File: src/rtl/servo_seq_pkg.sv
// Shared types and constants for the servo lock sequencer.
package servo_seq_pkg;

  typedef enum logic [1:0] {
    S_LOCKED    = 2'd0,
    S_UNLOCKING = 2'd1,
    S_UNLOCKED  = 2'd2,
    S_LOCKING   = 2'd3
  } servo_state_t;

  localparam int ST_LOCKED_BIT = 0;
  localparam int ST_BUSY_BIT   = 1;
  localparam int ST_PEND_BIT   = 2;
  localparam int ST_RELOCK_BIT = 3;

  localparam logic CMD_UNLOCK = 1'b0;
  localparam logic CMD_LOCK   = 1'b1;

  function automatic logic is_stable(input servo_state_t s);
    return (s == S_LOCKED) || (s == S_UNLOCKED);
  endfunction

endpackage

File: src/rtl/servo_seq_timer.sv
// Saturating up-counter shared by the settle and relock timeouts.
module servo_seq_timer #(
  parameter int CNT_W = 32
) (
  input  logic             clk,
  input  logic             reset,
  input  logic             clear,
  input  logic             enable,
  input  logic [CNT_W-1:0] term,
  output logic             done
);

  logic [CNT_W-1:0] count;

  always_ff @(posedge clk) begin
    if (reset || clear)
      count <= '0;
    else if (enable && (count < term))
      count <= count + 1'b1;
  end

  // >= rather than == keeps done asserted if the terminal value shrinks under us
  assign done = (count >= term);

endmodule

File: src/rtl/servo_lock_sequencer.sv
// Serialises lock/unlock moves from the Avalon slave and a local port onto one servo.
// Optional auto-relock timer is built when SERVO_AUTO_RELOCK_EN is defined.
module servo_lock_sequencer
  import servo_seq_pkg::*;
#(
  parameter int SETTLE_CYCLES = 25_000_000,
  parameter int RELOCK_CYCLES = 500_000_000,
  parameter int CNT_W         = 32
) (
  input  logic       clk,
  input  logic       reset,
  input  logic       write,
  input  logic [7:0] writedata,
  input  logic       read,
  output logic [7:0] readdata,
  input  logic       local_valid,
  input  logic       local_lock,
  output logic       local_ready,
  output logic       locked,
  output logic       busy
);

  localparam logic [CNT_W-1:0] SETTLE_TERM = CNT_W'(SETTLE_CYCLES - 1);
  localparam logic [CNT_W-1:0] RELOCK_TERM = CNT_W'(RELOCK_CYCLES - 1);

  servo_state_t     state;
  logic             pend_valid;
  logic             pend_lock;
  logic             relock_fired;

  logic             stable;
  logic             local_take;
  logic             relock_take;
  logic             cmd_take;
  logic             cmd_lock;
  logic             move;
  logic             settle_end;
  logic             tmr_clear;
  logic             tmr_enable;
  logic             tmr_done;
  logic [CNT_W-1:0] tmr_term;
  logic [7:0]       status;

  always_comb begin
    stable      = is_stable(state);
    local_ready = !reset && stable && !pend_valid && !write;
    local_take  = local_valid && local_ready;
`ifdef SERVO_AUTO_RELOCK_EN
    relock_take = (state == S_UNLOCKED) && !pend_valid && !local_take && tmr_done;
    tmr_enable  = 1'b1;
`else
    relock_take = 1'b0;
    tmr_enable  = !stable;
`endif
    cmd_take   = stable && (pend_valid || local_take || relock_take);
    cmd_lock   = pend_valid ? pend_lock : (local_take ? local_lock : CMD_LOCK);
    move       = cmd_take && (cmd_lock != (state == S_LOCKED));
    settle_end = !stable && tmr_done;
    // Any consumed command restarts the count, which covers the redundant-unlock relock restart
    tmr_clear  = cmd_take || settle_end;
    tmr_term   = stable ? RELOCK_TERM : SETTLE_TERM;

    status                = '0;
    status[ST_LOCKED_BIT] = locked;
    status[ST_BUSY_BIT]   = busy;
    status[ST_PEND_BIT]   = pend_valid;
    status[ST_RELOCK_BIT] = relock_fired;
  end

  servo_seq_timer #(.CNT_W(CNT_W)) u_timer (
    .clk    (clk),
    .reset  (reset),
    .clear  (tmr_clear),
    .enable (tmr_enable),
    .term   (tmr_term),
    .done   (tmr_done)
  );

  always_ff @(posedge clk) begin
    if (reset) begin
      state        <= S_LOCKED;
      locked       <= 1'b1;
      busy         <= 1'b0;
      pend_valid   <= 1'b0;
      pend_lock    <= CMD_UNLOCK;
      relock_fired <= 1'b0;
      readdata     <= '0;
    end else begin
      case (state)
        S_LOCKED, S_UNLOCKED: begin
          if (move) begin
            state  <= cmd_lock ? S_LOCKING : S_UNLOCKING;
            locked <= cmd_lock;
            busy   <= 1'b1;
          end
        end
        S_UNLOCKING: begin
          if (tmr_done) begin
            state <= S_UNLOCKED;
            busy  <= 1'b0;
          end
        end
        S_LOCKING: begin
          if (tmr_done) begin
            state <= S_LOCKED;
            busy  <= 1'b0;
          end
        end
        default: begin
          state  <= S_LOCKED;
          locked <= 1'b1;
          busy   <= 1'b0;
        end
      endcase

      // A write landing on the consume cycle is kept: capture beats clear
      if (write) begin
        pend_valid <= 1'b1;
        pend_lock  <= |writedata;
      end else if (cmd_take && pend_valid) begin
        pend_valid <= 1'b0;
      end

`ifdef SERVO_AUTO_RELOCK_EN
      if (relock_take)
        relock_fired <= 1'b1;
      else if (write)
        relock_fired <= 1'b0;
`else
      relock_fired <= 1'b0;
`endif

      if (read)
        readdata <= status;
    end
  end

endmodule

File: config.mk
export PLATFORM = sky130hd
export DESIGN_NAME = servo_lock_sequencer
export DESIGN_NICKNAME = d
export VERILOG_FILES = /design/src/rtl/servo_seq_pkg.sv /design/src/rtl/servo_seq_timer.sv /design/src/rtl/servo_lock_sequencer.sv
export SDC_FILE = /design/constraint.sdc
export NUM_CORES = 1
export LEC_CHECK = 0
export BUFFER_PORTS_ARGS = -buffer_cell sky130_fd_sc_hd__buf_2
export CORE_AREA = 2 2 57 113
export CTS_BUF_LIST = sky130_fd_sc_hd__clkbuf_2 sky130_fd_sc_hd__clkbuf_4 sky130_fd_sc_hd__clkbuf_8
export DETAILED_ROUTE_END_ITERATION = 10
export DIE_AREA = 0 0 59 115
export HOLD_SLACK_MARGIN = 0.12
export MAX_ROUTING_LAYER = met4
export SYNTH_ARGS = -nofsm -noshare
export SYNTH_HDL_FRONTEND = slang
export SYNTH_SLANG_ARGS = --single-unit
File: constraint.sdc
create_clock -name clk -period 4.15 [get_ports clk]
set_clock_uncertainty 0.05 [all_clocks]
set_input_delay 0.415 -clock clk [delete_from_list [all_inputs] [get_ports clk]]
set_output_delay 0.415 -clock clk [all_outputs]
set_load 0.05 [all_outputs]
== After elaboration in Yosys (flattened, before gate mapping) ==
Index checks and enable logic that the tools add are counted.
Storage, ports and cells
  logic and storage cells: 56
  input bits: 14
  flip-flop bits (word level): 41
  output and inout port bits: 11
Operators by class
  $lt $le $gt $ge: 2
  add/subtract/negate cells: 1
  equality and inequality tests: 8
  multiplexer cells: 13
  reductions and logical operators: 25
Operator list (count)
  $add 32x1->32 const B: 1
  $ge 32x29->1: 1
  $lt 32x29->1: 1
  $mux 29: 1
  $logic_and 1x1->1: 9
  $mux 2: 4
  $reduce_or 8->1: 1
  $mux 1: 6
  $ne 2x2->1 const B: 3
  $pmux 2 s3: 1
  $eq 2x2->1 const B: 2
  $logic_not 1->1: 4
  $logic_or 1x1->1: 4
  $reduce_and 2->1: 2
  $reduce_or 2->1: 2
  $reduce_and 3->1: 1
  $eq 2x1->1 const B: 1
  $logic_not 2->1: 1
  $ne 2x1->1 const B: 1
  $pmux 1 s2: 1
  $reduce_bool 2->1: 1
  $ne 1x1->1: 1

== Logic depth before layout (Yosys ltp) ==
  depth after elaboration: 12
  depth in mapped cells: 10
  depth with buffers taken out: 8

== Modules after synthesis ==
Synthesis repeated with hierarchy kept, for this count alone.
Unflattened totals
  cells, all modules: 364
  area total of the unflattened synthesis: 3017.9 um^2
Modules (own cells, without submodules)
  servo_seq_timer: seq. area each 640.6 um^2, area an instance 2565.0 um^2, cells each 313, times used 1
  servo_lock_sequencer: seq. area each 180.2 um^2, area an instance 452.9 um^2, cells each 51, times used 1

== Worst setup path before layout ==
OpenSTA, ideal clock, no wires.
  path type: reg-to-reg
  start: register state[0]
  end: register u_timer.count[19]
  setup slack: 1.360 ns
  data arrival time: 2.670 ns
  buffers on the path: 1
  cell stages (with the launch flop): 10
  setup time: 0.070 ns
  cells stage by stage: dfxtp_1 inv_1 ha_1 a21oi_1 a21oi_1 a221o_1 a2111o_1 buf_2 or4_1 a21oi_1
Between the ends
  word-level cells in the longest chain between the ends: 10
  elaborated cells between the ends (all ways): 17
  those cells by class: order compare: 2; eq/ne: 1; mux: 1; reduce/logical: 13
RTL lines
  from (decl): RTL line servo_lock_sequencer.sv:26  | servo_state_t state;
  from (signal assigned): RTL line servo_lock_sequencer.sv:92  | state <= cmd_lock ? S_LOCKING : S_UNLOCKING;
  $eq 2x2->1 / $logic_not 2->1 (equally long branches): RTL line servo_seq_pkg.sv:20  | return (s == S_LOCKED) || (s == S_UNLOCKED);
  $logic_or 1x1->1 (*): RTL line servo_seq_pkg.sv:20
  parallel branches: the longest is 8 deep, another holds $ge 32x29->1
  to (signal assigned): RTL line servo_seq_timer.sv:19  | count <= count + 1'b1;
  to (decl): RTL line servo_seq_timer.sv:13  | logic [CNT_W-1:0] count;
Mark *: on every way between the ends.
A chain may end at the register's enable or synchronous reset.

== Final worst setup path ==
  start: register state[0]
  end: register u_timer.count[15]
The elaborated chain is that of the path after synthesis.

==> impl_metrics.yaml <==
outcome:
  outcome: "finished clean"
floorplan:
  core_area_mm2: 0.005906
  dieWidth_um: 59
  num_rows: 40
  die-area_mm2: 0.006785
  fp.dieH_um: 115
  start_util: 0.3811
  ioPinCount: 25
clock_network:
  clk_latency_ns: 0.30
  cts_resized: 0
  clk_root_buffer_cell: "clkbuf_8"
  cts_inserted_buffers: 5
  post-cts-setup-buffers: 0
  htree_levels: 2
  clock-sinks: 41
  cts_tree: "built"
  hold_buffers: 0
  clk_path_buf_depth: 2
  cts.clk_slew.worst_paths_ns: 0.09
power_and_ir_drop:
  combPwrFrac: 0.101
  internal-power_uw: 619.2
  vdd_drop_max_mv: 0.1781
  p_leak_uw: 0.0008879
  p_sw_frac: 0.2562
  power.density_mw_per_mm2: 332.7
  clockPowerShare: 0.408
  seqPwrFrac: 0.491
  power_switching_uw: 213.3
synthesis:
  synth-main-ff-cell: "dfxtp_1"
  synthCells: 274
  syn_area_per_cell_um2: 8.215
  synth-seq-cells: 41
  synth-async-reset-ratio: 0
  ys_warn_count: 0
  netlist.area_leader.share: 0.3646
  synth.distinct_cells: 39
  yosys-top-cells-area: "dfxtp_1, a21oi_1, ha_1"
  seq_area_frac_synth: 0.3646
  yosys.area.top_type: "dfxtp_1"
  syn_area_mm2: 0.002251
  synth_edf_count: 0
layout:
  num-nets-final: 318
  antenna_cells: 0
  drive_gt1_frac: 0.1126
  syn_to_final_growth_pct: 11.17
  final_cell_area_mm2: 0.002502
  utilization: 0.4237
  fill_cells: 625
  mostFrequentLayoutCell: "dfxtp_1"
  final_cell_mix: "dfxtp_1, a21oi_1, nor2_1, nand3_1, buf_2"
placed_design:
  numPortBuffers: 19
  place.gp.congestion: 0.8388
  dpl_cell_area_mm2: 0.002382
  dp.final_hpwl_mm: 3.581
drt:
  drc: 0
  num_vias: 2105
  avgRoutedWirePerCell_um: 13.89
  drtIter0Drc: 120
  antenna_left: 0
  routed_wl_mm: 4.946
  firstDrtPassIters: 5
  vias_per_cell: 5.913
grt:
  grt_use_total: 0.1619
  grt-ovfl-total: 0
  grt_pass1_wl_mm: 8.645
  antenna_found_initial: 0
  grt_pass1_vias: 1931
  grt_max_degree: 32
critical_path:
  crit_path_start_kind: "flip-flop"
  rr_startpoint: "state[0]"
  end_kind: "flip-flop"
  path_cells: "inv_1, ha_1, a21oi_1, a21oi_1, a221o_1, a2111o_1, or4_1, a21oi_1"
  r2r_slack_ns: 0.75
  rr_endpoint: "u_timer.count[15]"
  reg2reg_depth: 8
  crit_type: "reg2reg"
  slowest_stage: "a2111o_1"
  cp_slowest_stage_delay_ns: 0.71
  required_ns: 4.32
  cp_top_family: "compound AO/OA/AOI/OAI gates"
  cpMostUsedCell: "a21oi_1"
  path_buf_inv: 1
  cp.arrival_ns: 3.57
  crit_fanout: 31
min_path:
  hold_end: "pend_lock"
  hp-class: "in2reg"
  hp-start: "write"
  hold_depth: 2
sta:
  hold_violations: 0
  setup_viol: 0
  fmax_mhz: 294.2
  tightestPinTransition_ns: 0.8320
  rsz0062_at_grt: "false"
  fin_crit_ns: 3.399
  min_period_over_period: 0.8190
  slew_headroom: 0.4453
  setup_tns_ns: 0
  slew_violations: 0
flow_run:
  max_cap_viol_count: 0
## cell usage after synthesis (all sizes together) (6+ instances only)
master   n
nand4    8
nand3   20
clkbuf   8
buf      6
a21oi   33
o21ai   13
or4     10
o31ai   10
nand2   18
ha      12
or3     12
nor4     7
inv      9
dfxtp   41
nor2    22
## worst max-delay path by stage
| stage | slack, ns | cells after the start | end | startpoint |
|---|---|---|---|---|
| 3_3_place_gp | 0.89 | 8 | u_timer.count[19] | state[0] |
| 5_1_grt | 0.42 | 9 | u_timer.count[29] | state[0] |
| 4_1_cts | 0.75 | 8 | u_timer.count[19] | state[0] |
| 3_5_place_dp | 0.81 | 8 | u_timer.count[19] | state[0] |
| 6_report | 0.75 | 8 | u_timer.count[15] | state[0] |
| 2_1_floorplan | 1.36 | 9 | u_timer.count[19] | state[0] |
## registers in the layout, indices dropped and copies added, names as in the netlist
| signal | flops |
|---|---|
| state | 2 |
| pend_valid | 1 |
| locked | 1 |
| u_timer.count | 32 |
| pend_lock | 1 |
| busy | 1 |
| readdata | 3 |
## power by group through the flow
stage	clock (µW)	combinational, µW	sequential (µW)
after floorplan	0	52.7	431
after global placement	0	82.3	418
after detailed placement	0	84.4	418
after CTS	348	84.5	409
after global routing	365	93.0	411
final	339	84.0	409
## through the flow
step	instances	setup WS, ns	hold slack (ns)	total power (µW)
after floorplan	278	1.360	0.3577	483.3
after detailed placement	348	0.8056	0.3667	502.7
after CTS	356	0.7460	0.3141	841.4
final	356	0.7511	0.3283	832.5
after global placement	348	0.8888	0.3683	500.3
after global routing	356	0.4233	0.3191	868.8
## final cells by class
| type | instances | area (µm²) | share of cell area |
|---|---|---|---|
| clock inverter | 2 | 37.54 | 0.01500 |
| sequential | 41 | 820.8 | 0.3280 |
| multi-input combinational | 214 | 1339 | 0.5350 |
| clock buffer | 6 | 82.58 | 0.03300 |
| tap | 63 | 78.83 | 0.03150 |
| inverter | 9 | 33.78 | 0.01350 |
| timing repair buffer | 21 | 110.1 | 0.04400 |
## metal layers
metal  up-vias  track usage  part of all wire
li1       1052            -                 -
met1       997       0.1975              0.44
met2        47       0.2630              0.51
met3         9      0.03037             0.036
met4         0      0.05455             0.015
met5         -            -                 0
## kinds of logic after synthesis
group	synth area share
buffers and inverters	0.04725
adder cells (fa/ha/maj)	0.06670
multiplexers	0.02224
AO/OA/AOI/OAI	0.1873
other	0.001666
flip-flops	0.3646
AND/OR/NAND/NOR	0.2829
XOR/XNOR	0.02724
Power figures use the tool's default switching activity.
